**config.mk**
```make
export PLATFORM = sky130hd
export DESIGN_NAME = keys_wb_flat
export DESIGN_NICKNAME = d
export VERILOG_FILES = /design/src/rtl/keys_wb_if.sv /design/src/rtl/keys_wb.sv /design/src/flat_wrapper.sv
export SDC_FILE = /design/constraint.sdc
export NUM_CORES = 1
export LEC_CHECK = 0
export ABC_AREA = 1
export BUFFER_PORTS_ARGS = -buffer_cell sky130_fd_sc_hd__buf_2
export CORE_MARGIN = 2
export CORE_UTILIZATION = 40
export DETAILED_ROUTE_END_ITERATION = 10
export GPL_TIMING_DRIVEN = 0
export PLACE_DENSITY = 0.6
export SLEW_MARGIN = 0
export SYNTH_ARGS = -nofsm -noshare
export SYNTH_HDL_FRONTEND = slang
export SYNTH_SLANG_ARGS = --single-unit
export TNS_END_PERCENT = 1
```
**constraint.sdc**
```tcl
create_clock -name wb_clk_i -period 2.98 [get_ports wb_clk_i]
set_input_delay 0.894 -clock wb_clk_i [delete_from_list [all_inputs] [get_ports wb_clk_i]]
set_output_delay 0.894 -clock wb_clk_i [all_outputs]
set_load 0.1 [all_outputs]
```
**src/rtl/keys_wb_if.sv**
```systemverilog
// ============================================================================
// Module      : keys_wb_if
// Description : Wishbone slave bus bundle for the keypad event block.
// Revision    : 1.0 - initial release
// ============================================================================
`default_nettype none

interface keys_wb_if;
    logic [25:0] wb_adr_i;
    logic [31:0] wb_dat_i;
    logic [31:0] wb_dat_o;
    logic        wb_we_i;
    logic [3:0]  wb_sel_i;
    logic        wb_stb_i;
    logic        wb_cyc_i;
    logic        wb_ack_o;

    modport slave (
        input  wb_adr_i, wb_dat_i, wb_we_i, wb_sel_i, wb_stb_i, wb_cyc_i,
        output wb_dat_o, wb_ack_o
    );

    modport master (
        output wb_adr_i, wb_dat_i, wb_we_i, wb_sel_i, wb_stb_i, wb_cyc_i,
        input  wb_dat_o, wb_ack_o
    );
endinterface

`default_nettype wire

```
**src/rtl/keys_wb.sv**
```systemverilog
// ============================================================================
// Module      : keys_wb
// Description : Debounces four active-low keys and queues press/release
//               events in a FIFO readable over Wishbone.
// Revision    : 1.0 - initial release
// ============================================================================
`default_nettype none

module keys_wb #(
    parameter int FIFO_DEPTH   = 8,
    parameter int DEBOUNCE_RST = 16000
) (
    input  wire logic       wb_clk_i,
    input  wire logic       wb_rstn_i,
    keys_wb_if.slave        wb,
    input  wire logic [3:0] keys_n,
    output logic            int_o,
    output logic            wake_o
);
    localparam int c_AW = $clog2(FIFO_DEPTH);
    localparam int c_CW = c_AW + 1;

    logic [3:0]      r_sync1, r_sync2, r_state, r_pend;
    logic [15:0]     r_cnt [4];
    logic [15:0]     r_deb;
    logic            r_ie, r_norel, r_ovf, r_ack, r_int;
    logic [31:0]     r_dat;
    logic [31:0]     r_mem [FIFO_DEPTH];
    logic [c_AW-1:0] r_wr_ptr, r_rd_ptr;
    logic [c_CW-1:0] r_count;

    logic [1:0]      w_idx;
    logic [3:0]      w_grant;
    logic            w_any, w_press, w_push, w_push_ok, w_pop, w_full, w_nempty;
    logic            w_req, w_wr;
    logic [31:0]     w_event, w_status, w_rdata;
    logic            w_unused;

    assign w_unused = ^{wb.wb_sel_i, wb.wb_adr_i[25:2], wb.wb_dat_i[31:16]};

    // Works with the clock stopped so the power block can wake on a key.
    assign wake_o   = |(~keys_n);

    assign int_o       = r_int;
    assign wb.wb_ack_o = r_ack;
    assign wb.wb_dat_o = r_dat;

    // Lowest-index pending key wins the single push slot this cycle.
    always_comb begin
        w_idx = 2'd0;
        if (r_pend[0])      w_idx = 2'd0;
        else if (r_pend[1]) w_idx = 2'd1;
        else if (r_pend[2]) w_idx = 2'd2;
        else if (r_pend[3]) w_idx = 2'd3;
        w_any   = |r_pend;
        w_grant = w_any ? (4'b0001 << w_idx) : 4'b0000;
        w_press = r_state[w_idx];
        w_push  = w_any & (w_press | ~r_norel);
        w_event = {1'b1, 22'd0, w_press, 6'd0, w_idx};
    end

    assign w_req     = wb.wb_cyc_i & wb.wb_stb_i & ~r_ack;
    assign w_wr      = w_req & wb.wb_we_i;
    assign w_nempty  = (r_count != '0);
    assign w_full    = (r_count == c_CW'(FIFO_DEPTH));
    assign w_pop     = w_req & ~wb.wb_we_i & (wb.wb_adr_i[1:0] == 2'd1) & w_nempty;
    assign w_push_ok = w_push & (~w_full | w_pop);
    assign w_status  = (32'(r_count) << 16) | {22'd0, r_ovf, w_nempty, 4'd0, r_state};

    always_comb begin
        w_rdata = 32'd0;
        case (wb.wb_adr_i[1:0])
            2'd0:    w_rdata = w_status;
            2'd1:    w_rdata = w_nempty ? r_mem[r_rd_ptr] : 32'd0;
            2'd2:    w_rdata = {30'd0, r_norel, r_ie};
            default: w_rdata = {16'd0, r_deb};
        endcase
    end

    always_ff @(posedge wb_clk_i or negedge wb_rstn_i) begin
        if (!wb_rstn_i) begin
            r_sync1 <= '0;
            r_sync2 <= '0;
            r_state <= '0;
            r_pend  <= '0;
            for (int k = 0; k < 4; k++) r_cnt[k] <= '0;
        end else begin
            r_sync1 <= ~keys_n;
            r_sync2 <= r_sync1;
            r_pend  <= r_pend & ~w_grant;
            for (int k = 0; k < 4; k++) begin
                if (r_sync2[k] != r_state[k]) begin
                    if (r_cnt[k] == r_deb - 16'd1) begin
                        r_cnt[k]   <= '0;
                        r_state[k] <= r_sync2[k];
                        r_pend[k]  <= 1'b1;
                    end else begin
                        r_cnt[k] <= r_cnt[k] + 16'd1;
                    end
                end else begin
                    r_cnt[k] <= '0;
                end
            end
        end
    end

    always_ff @(posedge wb_clk_i or negedge wb_rstn_i) begin
        if (!wb_rstn_i) begin
            r_ack    <= 1'b0;
            r_dat    <= '0;
            r_int    <= 1'b0;
            r_ie     <= 1'b0;
            r_norel  <= 1'b0;
            r_deb    <= 16'(DEBOUNCE_RST);
            r_ovf    <= 1'b0;
            r_wr_ptr <= '0;
            r_rd_ptr <= '0;
            r_count  <= '0;
        end else begin
            r_ack <= w_req;
            r_int <= r_ie & (w_nempty | r_ovf);
            if (w_req) r_dat <= w_rdata;
            if (w_wr) begin
                case (wb.wb_adr_i[1:0])
                    2'd0:    if (wb.wb_dat_i[9]) r_ovf <= 1'b0;
                    2'd2:    {r_norel, r_ie} <= wb.wb_dat_i[1:0];
                    2'd3:    r_deb <= (wb.wb_dat_i[15:0] < 16'd4) ? 16'd4 : wb.wb_dat_i[15:0];
                    default: ;
                endcase
            end
            // A new overflow outranks a simultaneous clear.
            if (w_push & w_full & ~w_pop) r_ovf <= 1'b1;
            if (w_push_ok) r_wr_ptr <= r_wr_ptr + 1'b1;
            if (w_pop)     r_rd_ptr <= r_rd_ptr + 1'b1;
            r_count <= r_count + c_CW'(w_push_ok) - c_CW'(w_pop);
        end
    end

    always_ff @(posedge wb_clk_i) begin
        if (w_push_ok) r_mem[r_wr_ptr] <= w_event;
    end

endmodule

`default_nettype wire

```
**src/flat_wrapper.sv**
```systemverilog
// flat-port wrapper written by rule: the top's interface ports become plain ports
module keys_wb_flat 
#(
    parameter int FIFO_DEPTH   = 8,
    parameter int DEBOUNCE_RST = 16000
)
  (wb_clk_i, wb_rstn_i, keys_n, int_o, wake_o, wb_wb_adr_i, wb_wb_dat_i, wb_wb_we_i, wb_wb_sel_i, wb_wb_stb_i, wb_wb_cyc_i, wb_wb_dat_o, wb_wb_ack_o);
  keys_wb_if wb_i ();
  input  wire logic wb_clk_i;
  input  wire logic wb_rstn_i;
  input  wire logic [3:0] keys_n;
  output logic int_o;
  output logic wake_o;
  input wire logic [$bits(wb_i.wb_adr_i)-1:0] wb_wb_adr_i;
  input wire logic [$bits(wb_i.wb_dat_i)-1:0] wb_wb_dat_i;
  input wire logic [$bits(wb_i.wb_we_i)-1:0] wb_wb_we_i;
  input wire logic [$bits(wb_i.wb_sel_i)-1:0] wb_wb_sel_i;
  input wire logic [$bits(wb_i.wb_stb_i)-1:0] wb_wb_stb_i;
  input wire logic [$bits(wb_i.wb_cyc_i)-1:0] wb_wb_cyc_i;
  output wire logic [$bits(wb_i.wb_dat_o)-1:0] wb_wb_dat_o;
  output wire logic [$bits(wb_i.wb_ack_o)-1:0] wb_wb_ack_o;
  assign wb_i.wb_adr_i = wb_wb_adr_i;
  assign wb_i.wb_dat_i = wb_wb_dat_i;
  assign wb_i.wb_we_i = wb_wb_we_i;
  assign wb_i.wb_sel_i = wb_wb_sel_i;
  assign wb_i.wb_stb_i = wb_wb_stb_i;
  assign wb_i.wb_cyc_i = wb_wb_cyc_i;
  assign wb_wb_dat_o = wb_i.wb_dat_o;
  assign wb_wb_ack_o = wb_i.wb_ack_o;
  keys_wb #(.FIFO_DEPTH(FIFO_DEPTH), .DEBOUNCE_RST(DEBOUNCE_RST)) u_core (.wb_clk_i(wb_clk_i), .wb_rstn_i(wb_rstn_i), .wb(wb_i), .keys_n(keys_n), .int_o(int_o), .wake_o(wake_o));
endmodule
```
==> metrics.cfg, run 1 <==
[sta]
rsz0062_at_grt=false
finalClockSkew_ps=14.95
post-route-min-period_ps=2746
worstMarginPinSlew_ps=759.7
max_freq_ghz=0.3642
period_share_pct=92.13
whs_ps=352.9
hold_viol_final=0
setup_violations=0
finalMaxSlewViolations=0
fin_setup_tns_ps=0
max_slew_margin_pct=48.89

[power]
power_mw=7.031
p_per_area_nw_per_um2=641.4
p_leak_nw=5.171
vdd_drop_max_v=0.0003175

[yosys]
synthArstFlopShare_pct=84.62
synthXorXnorAreaFrac_pct=5.836
yosysUniqueCellTypes=43
synth_compound_area_share_pct=4.273
syn_avg_cell_area_sq_um=7.604
synthAdderAreaFrac_pct=1.902
synthFlopType=dfrtp_1
yosysSeqAreaShare_pct=41.97
synth_edf_count=24
syn_area_sq_um=9604
yosys.area_share.simple_pct=37.34
yosysWarnings=0
synth.area.mux_share_pct=0.2345
synth_top_family_by_area=simple AND/OR/NAND/NOR gates
synth-seq-cells=156
syn_inst=1263

[cts]
clk-insertion-delay-late_ps=440
htree_levels=4
cts_sinks=156
hold_buffers=0
clkTransAtPathRegs_ps=70
cts_buffers=17
clk_path_buf_depth=2
cts_tree=yes
root_buffer=clkbuf_16
cts_setup_buffers=0
cts_resized=0

[final_layout]
mostFrequentLayoutCells=nand2_1, inv_1, nand3_1, nor2_1, dfrtp_1
layout_commonest_cell=nand2_1
nFillCells=2402
layout.nets=1428
register_area_sq_um=4031
fin_cells=1675
syn_to_final_growth_pct=14.14
drive_above_1_share_pct=13.50
multi_input_area_sq_um=4823
antenna_cells=0
post-route-util_pct=46.56

[floorplanning]
core-area_sq_um=23540
dieHeight_um=159.0
die_area_sq_um=25270
io_pins=106
std_cell_rows=56
initial_utilization_pct=40.80
chipWidth_um=159.0

[detailed_routing]
drc_errors=0
wl_per_cell_um=15.82
drt-initial-drc-count=635
vias_per_cell=4.888
drt.antenna.violating_nets=0
via_count=8187
drt_pass1_iterations=7
wl_um=26500

[global_routing]
grt_pass1_vias=8206
grt_usage_pct=21.73
grt_overflow_total=0
grt_pass1_wl_um=43500
grt_start_max_net_pins=70
antenna_found_initial=0

[placement]
place_hpwl_um=20820
place.gp.congestion=0.9477
placed_cells=1643
port_buffers=50

[run]
cap_violations=0

[setup_path]
crit_fanout=10
crit_required_ps=3290
critPathCaptureType=flip-flop
crit_type=reg -> reg
worst_ep_arrival_time_ps=3060
startpoint_type=flip-flop

[worst_hold_path]
hp-class=reg -> reg

[run_status]
status=finished, final reports clean

kinds of logic after synthesis:
logic type | count (synthesis)
other cells | 1
fa+ha+maj | 14
compound gates | 71
mux | 2
flops | 156
buf+inv | 189
simple gates | 766
xor+xnor | 64
sequential cells by signal, summed over array words and instances (netlist names), 4 cells and up:
signal	count
u_core.r_cnt	64
u_core.r_count	4
u_core.r_deb	16
u_core.r_mem	24
u_core.r_pend	4
u_core.r_state	4
u_core.r_sync1	4
u_core.r_sync2	4
u_core.wb.wb_dat_o	21
path summary, 6_finish.rpt:
| path | from | endpoint | slack, ps | depth (start not counted) |
|---|---|---|---|---|
| worst min-delay path | u_core.r_sync1[2] | u_core.r_sync2[2] | 350 | 0 |
| min in group asynchronous | wb_rstn_i | u_core.r_wr_ptr[2] | 430 | 1 |
| max in group asynchronous | wb_rstn_i | u_core.r_deb[7] | 1740 | 2 |
| worst min register to register | u_core.r_sync1[2] | u_core.r_sync2[2] | 350 | 0 |
| worst max register to register | u_core.r_deb[0] | u_core.r_cnt[37] | 230 | 16 |
| worst max-delay path | u_core.r_deb[0] | u_core.r_cnt[37] | 230 | 16 |
synth_stat cells, types with 3 or more instances:
cell type / n / share of area (%)
inv_1: 157 / 6.1
clkbuf_1: 10 / 0.39
nor3_1: 26 / 1.4
o221ai_1: 4 / 0.36
nand4_1: 17 / 1.1
ha_1: 13 / 1.7
nand2_4: 6 / 0.70
nor4_1: 8 / 0.52
xnor2_1: 10 / 0.91
nor2_1: 139 / 5.4
o31ai_1: 10 / 0.78
edfxtp_1: 24 / 7.5
nand2_1: 353 / 14
buf_6: 3 / 0.35
nand3_2: 5 / 0.52
nand3_1: 149 / 7.8
nor2_4: 26 / 3.0
dfstp_2: 6 / 1.6
o21ai_0: 42 / 2.2
nand2_2: 17 / 1.1
xor2_1: 54 / 4.9
dfrtp_1: 126 / 33
a21oi_1: 10 / 0.52
or2_2: 7 / 0.46
buf_4: 11 / 0.86
per-layer routing:
| metal | wire (um) | vias to the layer above | part of all wire [%] | GRT usage, % |
|---|---|---|---|---|
| li1 | - | 4179 | - | - |
| met1 | 12720 | 3821 | 48 | 30.02 |
| met2 | 12380 | 157 | 47 | 35.67 |
| met3 | 980 | 30 | 3.7 | 3.517 |
| met4 | 429 | 0 | 1.6 | 5.785 |
| met5 | 0 | - | 0 | 0 |
per-stage QoR:
stage / area (sq um) / setup WS, ps
after global placement: 10290 / -1032
after floorplan: 9642 / 294.1
after global routing: 10960 / 11.40
after CTS: 10940 / 83.10
final: 10960 / 234.4
after detailed placement: 10320 / -169.3
worst max-delay path: stages, from the launching register on:
cell      delay [ps]
dfrtp_1          360
clkbuf_2         190
inv_4            160
ha_1             180
buf_6            140
nand2_4          100
nor2_8           250
nand3_4          140
nand2_1          160
nand2_1           60
nand2_1           80
nand2_2           70
nor2_4           170
nand3_2          160
nand2_4          170
buf_12           190
nor2_4            40
layout make-up:
class	count	area share, %
repair buffers	51	2.591
clock inverters	15	1.724
multi-input cells	928	44.00
inverters	160	5.502
flip-flops and latches	156	36.78
plain buffers	29	1.883
clock buffers	17	3.881
well taps	319	3.641
report_power, final:
part	total, mW	switching [mW]	leakage (nW)	internal [mW]
Combinational	2.21	1.63	2.99	0.586
Clock	2.25	1.10	0.299	1.15
Sequential	2.57	0.213	1.88	2.36
(Power assumes the default switching activity.)
==> run 2, diff against run 1 <==
--- a/config.mk
+++ b/config.mk
@@ -12,6 +12,7 @@
 export DETAILED_ROUTE_END_ITERATION = 10
 export GPL_TIMING_DRIVEN = 0
 export PLACE_DENSITY = 0.6
+export RECOVER_POWER = 25
 export SLEW_MARGIN = 0
 export SYNTH_ARGS = -nofsm -noshare
 export SYNTH_HDL_FRONTEND = slang
==> metrics.cfg, run 2 (synthesized netlist as in run 1, its figures left out) <==
[cts]
cts_setup_buffers=0  ; unchanged
htree_levels=4  ; unchanged
cts_tree=yes
clkTransAtPathRegs_ps=70  ; about the same
clk_path_buf_depth=2  ; unchanged
cts_resized=0  ; unchanged
cts_sinks=156  ; unchanged
root_buffer=clkbuf_16
hold_buffers=0  ; unchanged
cts_buffers=17  ; unchanged
clk-insertion-delay-late_ps=440  ; about the same

[placement]
port_buffers=50  ; unchanged
post-place-ws_ps=-169.3  ; unchanged
place_area_sq_um=10320  ; unchanged
place_hpwl_um=20820  ; unchanged
place.gp.congestion=0.9477  ; unchanged

[sta]
hold_viol_final=0  ; unchanged
rsz0062_at_grt=false
period_share_pct=92.13  ; about the same
max_slew_margin_pct=-16.74  ; -66 points
setup_violations=0  ; unchanged
max_freq_ghz=0.3642  ; about the same
post-route-min-period_ps=2746  ; -0.008000 ps
worstMarginPinSlew_ps=1751  ; +991.4 ps
whs_ps=352.9  ; +0.004000 ps
layout_setup_ws_ps=234.4  ; +0.008000 ps
finalMaxSlewViolations=64  ; +64
finalClockSkew_ps=14.95  ; -0.0001000 ps

[final_layout]
post-route-util_pct=46.52  ; about the same
antenna_cells=0  ; unchanged
syn_to_final_growth_pct=14.03  ; about the same
final_cell_area_sq_um=10950  ; about the same
mostFrequentLayoutCells=nand2_1, inv_1, nand3_1, nor2_1, dfrtp_1
drive_above_1_share_pct=13.27  ; -0.22 points
top_register=u_core.r_cnt
layout.nets=1428  ; unchanged
largest_reg_flops=64  ; unchanged
layout_commonest_cell=nand2_1

[floorplanning]
core-area_sq_um=23540  ; unchanged
die_area_sq_um=25270  ; unchanged
io_pins=106  ; unchanged
chipWidth_um=159.0  ; unchanged
std_cell_rows=56  ; unchanged
dieHeight_um=159.0  ; unchanged
initial_utilization_pct=40.80  ; unchanged

[power]
power_mw=7.030  ; about the same
p_per_area_nw_per_um2=641.9  ; about the same
vdd_drop_max_v=0.0003175  ; about the same
p_leak_nw=5.161  ; -0.20%

[setup_path]
crit_fanout=10  ; unchanged
path_buf_inv=4  ; unchanged
crit_family=simple AND/OR/NAND/NOR gates
cp_slowest_stage_delay_ps=360  ; about the same
cp_common_cell=nand2_1
crit_required_ps=3290  ; about the same
startpoint_type=flip-flop
worst_ep_arrival_time_ps=3060  ; about the same
crit_type=reg -> reg
critPathCaptureType=flip-flop
worstPathCellList=clkbuf_2 > inv_4 > ha_1 > buf_6 > nand2_4 > nor2_8 > nand3_4 > nand2_1 > nand2_1 > nand2_1 > nand2_2 > nor2_4 > nand3_2 > nand2_4 > buf_12 > nor2_4
cp_slowest_cell=dfrtp_1
crit_start=u_core.r_deb[0]
r2r-start=u_core.r_deb[0]

[detailed_routing]
drc_errors=0  ; unchanged
wl_per_cell_um=15.84  ; about the same
drt.antenna.violating_nets=0  ; unchanged
drt_pass1_iterations=7  ; unchanged
via_count=8189  ; +0.024%
drt-initial-drc-count=635  ; unchanged
vias_per_cell=4.889  ; about the same
wl_um=26530  ; about the same

[global_routing]
grt_usage_pct=21.73  ; unchanged
grt_pass1_wl_um=43500  ; unchanged
met2_usage_pct=35.67  ; unchanged
grt_pass1_vias=8206  ; unchanged
busiest_layer=met2
met3_usage_pct=3.517  ; unchanged
grt_start_max_net_pins=70  ; unchanged
antenna_found_initial=0  ; unchanged
grt_overflow_total=0  ; unchanged
global_route.usage.met1_pct=30.02  ; unchanged

[run_status]
status=finished with violations
violations=capacitance limit, slew limit

[worst_hold_path]
hp-class=reg -> reg
hold_start=u_core.r_sync1[2]

[run]
cap_violations=1  ; +1

-- run 2: area by class of cell --
cell class / instances / area, sq um
fill: 2404 / 12590
clock inverter: 15 / 188.9
clock buffer: 17 / 425.4
timing repair buffer: 51 / 274.0
buffer: 29 / 206.4
inverter: 160 / 603.1
multi-input combinational: 928 / 4823
sequential: 156 / 4031
tap: 319 / 399.1
-- run 2: path summary, 6_finish.rpt --
path,endpoint,slack [ps],cells after the start
setup / recovery,u_core.r_cnt[37],230,16
hold / removal,u_core.r_sync2[2],350,0
setup reg to reg,u_core.r_cnt[37],230,16
hold reg to reg,u_core.r_sync2[2],350,0
max in group asynchronous,u_core.r_deb[7],960,2
min in group asynchronous,u_core.r_wr_ptr[2],890,1
-- run 2: worst reg2reg max path, cell delays in order, from the launching register on --
cell and delay [ps]:
dfrtp_1 360, clkbuf_2 190, inv_4 160, ha_1 180, buf_6 140, nand2_4 110, nor2_8 250, nand3_4 150
nand2_1 160, nand2_1 60, nand2_1 80, nand2_2 70, nor2_4 170, nand3_2 160, nand2_4 170, buf_12 190
nor2_4 40
-- run 2: metrics by stage --
stage	setup TNS, ps	instances
detailed placement	-1644	1643
global route	0	1675
CTS	0	1675
floorplan	0	1273
finish	0	1675
global placement	-130720	1642
-- run 2: per-layer routing --
metal | part of all wire [%] | routed length [um]
met4 | 1.6 | 426
met3 | 3.8 | 1006
met2 | 47 | 12370
met1 | 48 | 12720
met5 | 0 | 0
-- run 2: power breakdown --
part	leakage, nW	total (mW)	switching (mW)	internal [mW]
registers	1.88	2.57	0.213	2.36
logic	2.98	2.21	1.63	0.585
clock network	0.299	2.25	1.10	1.15
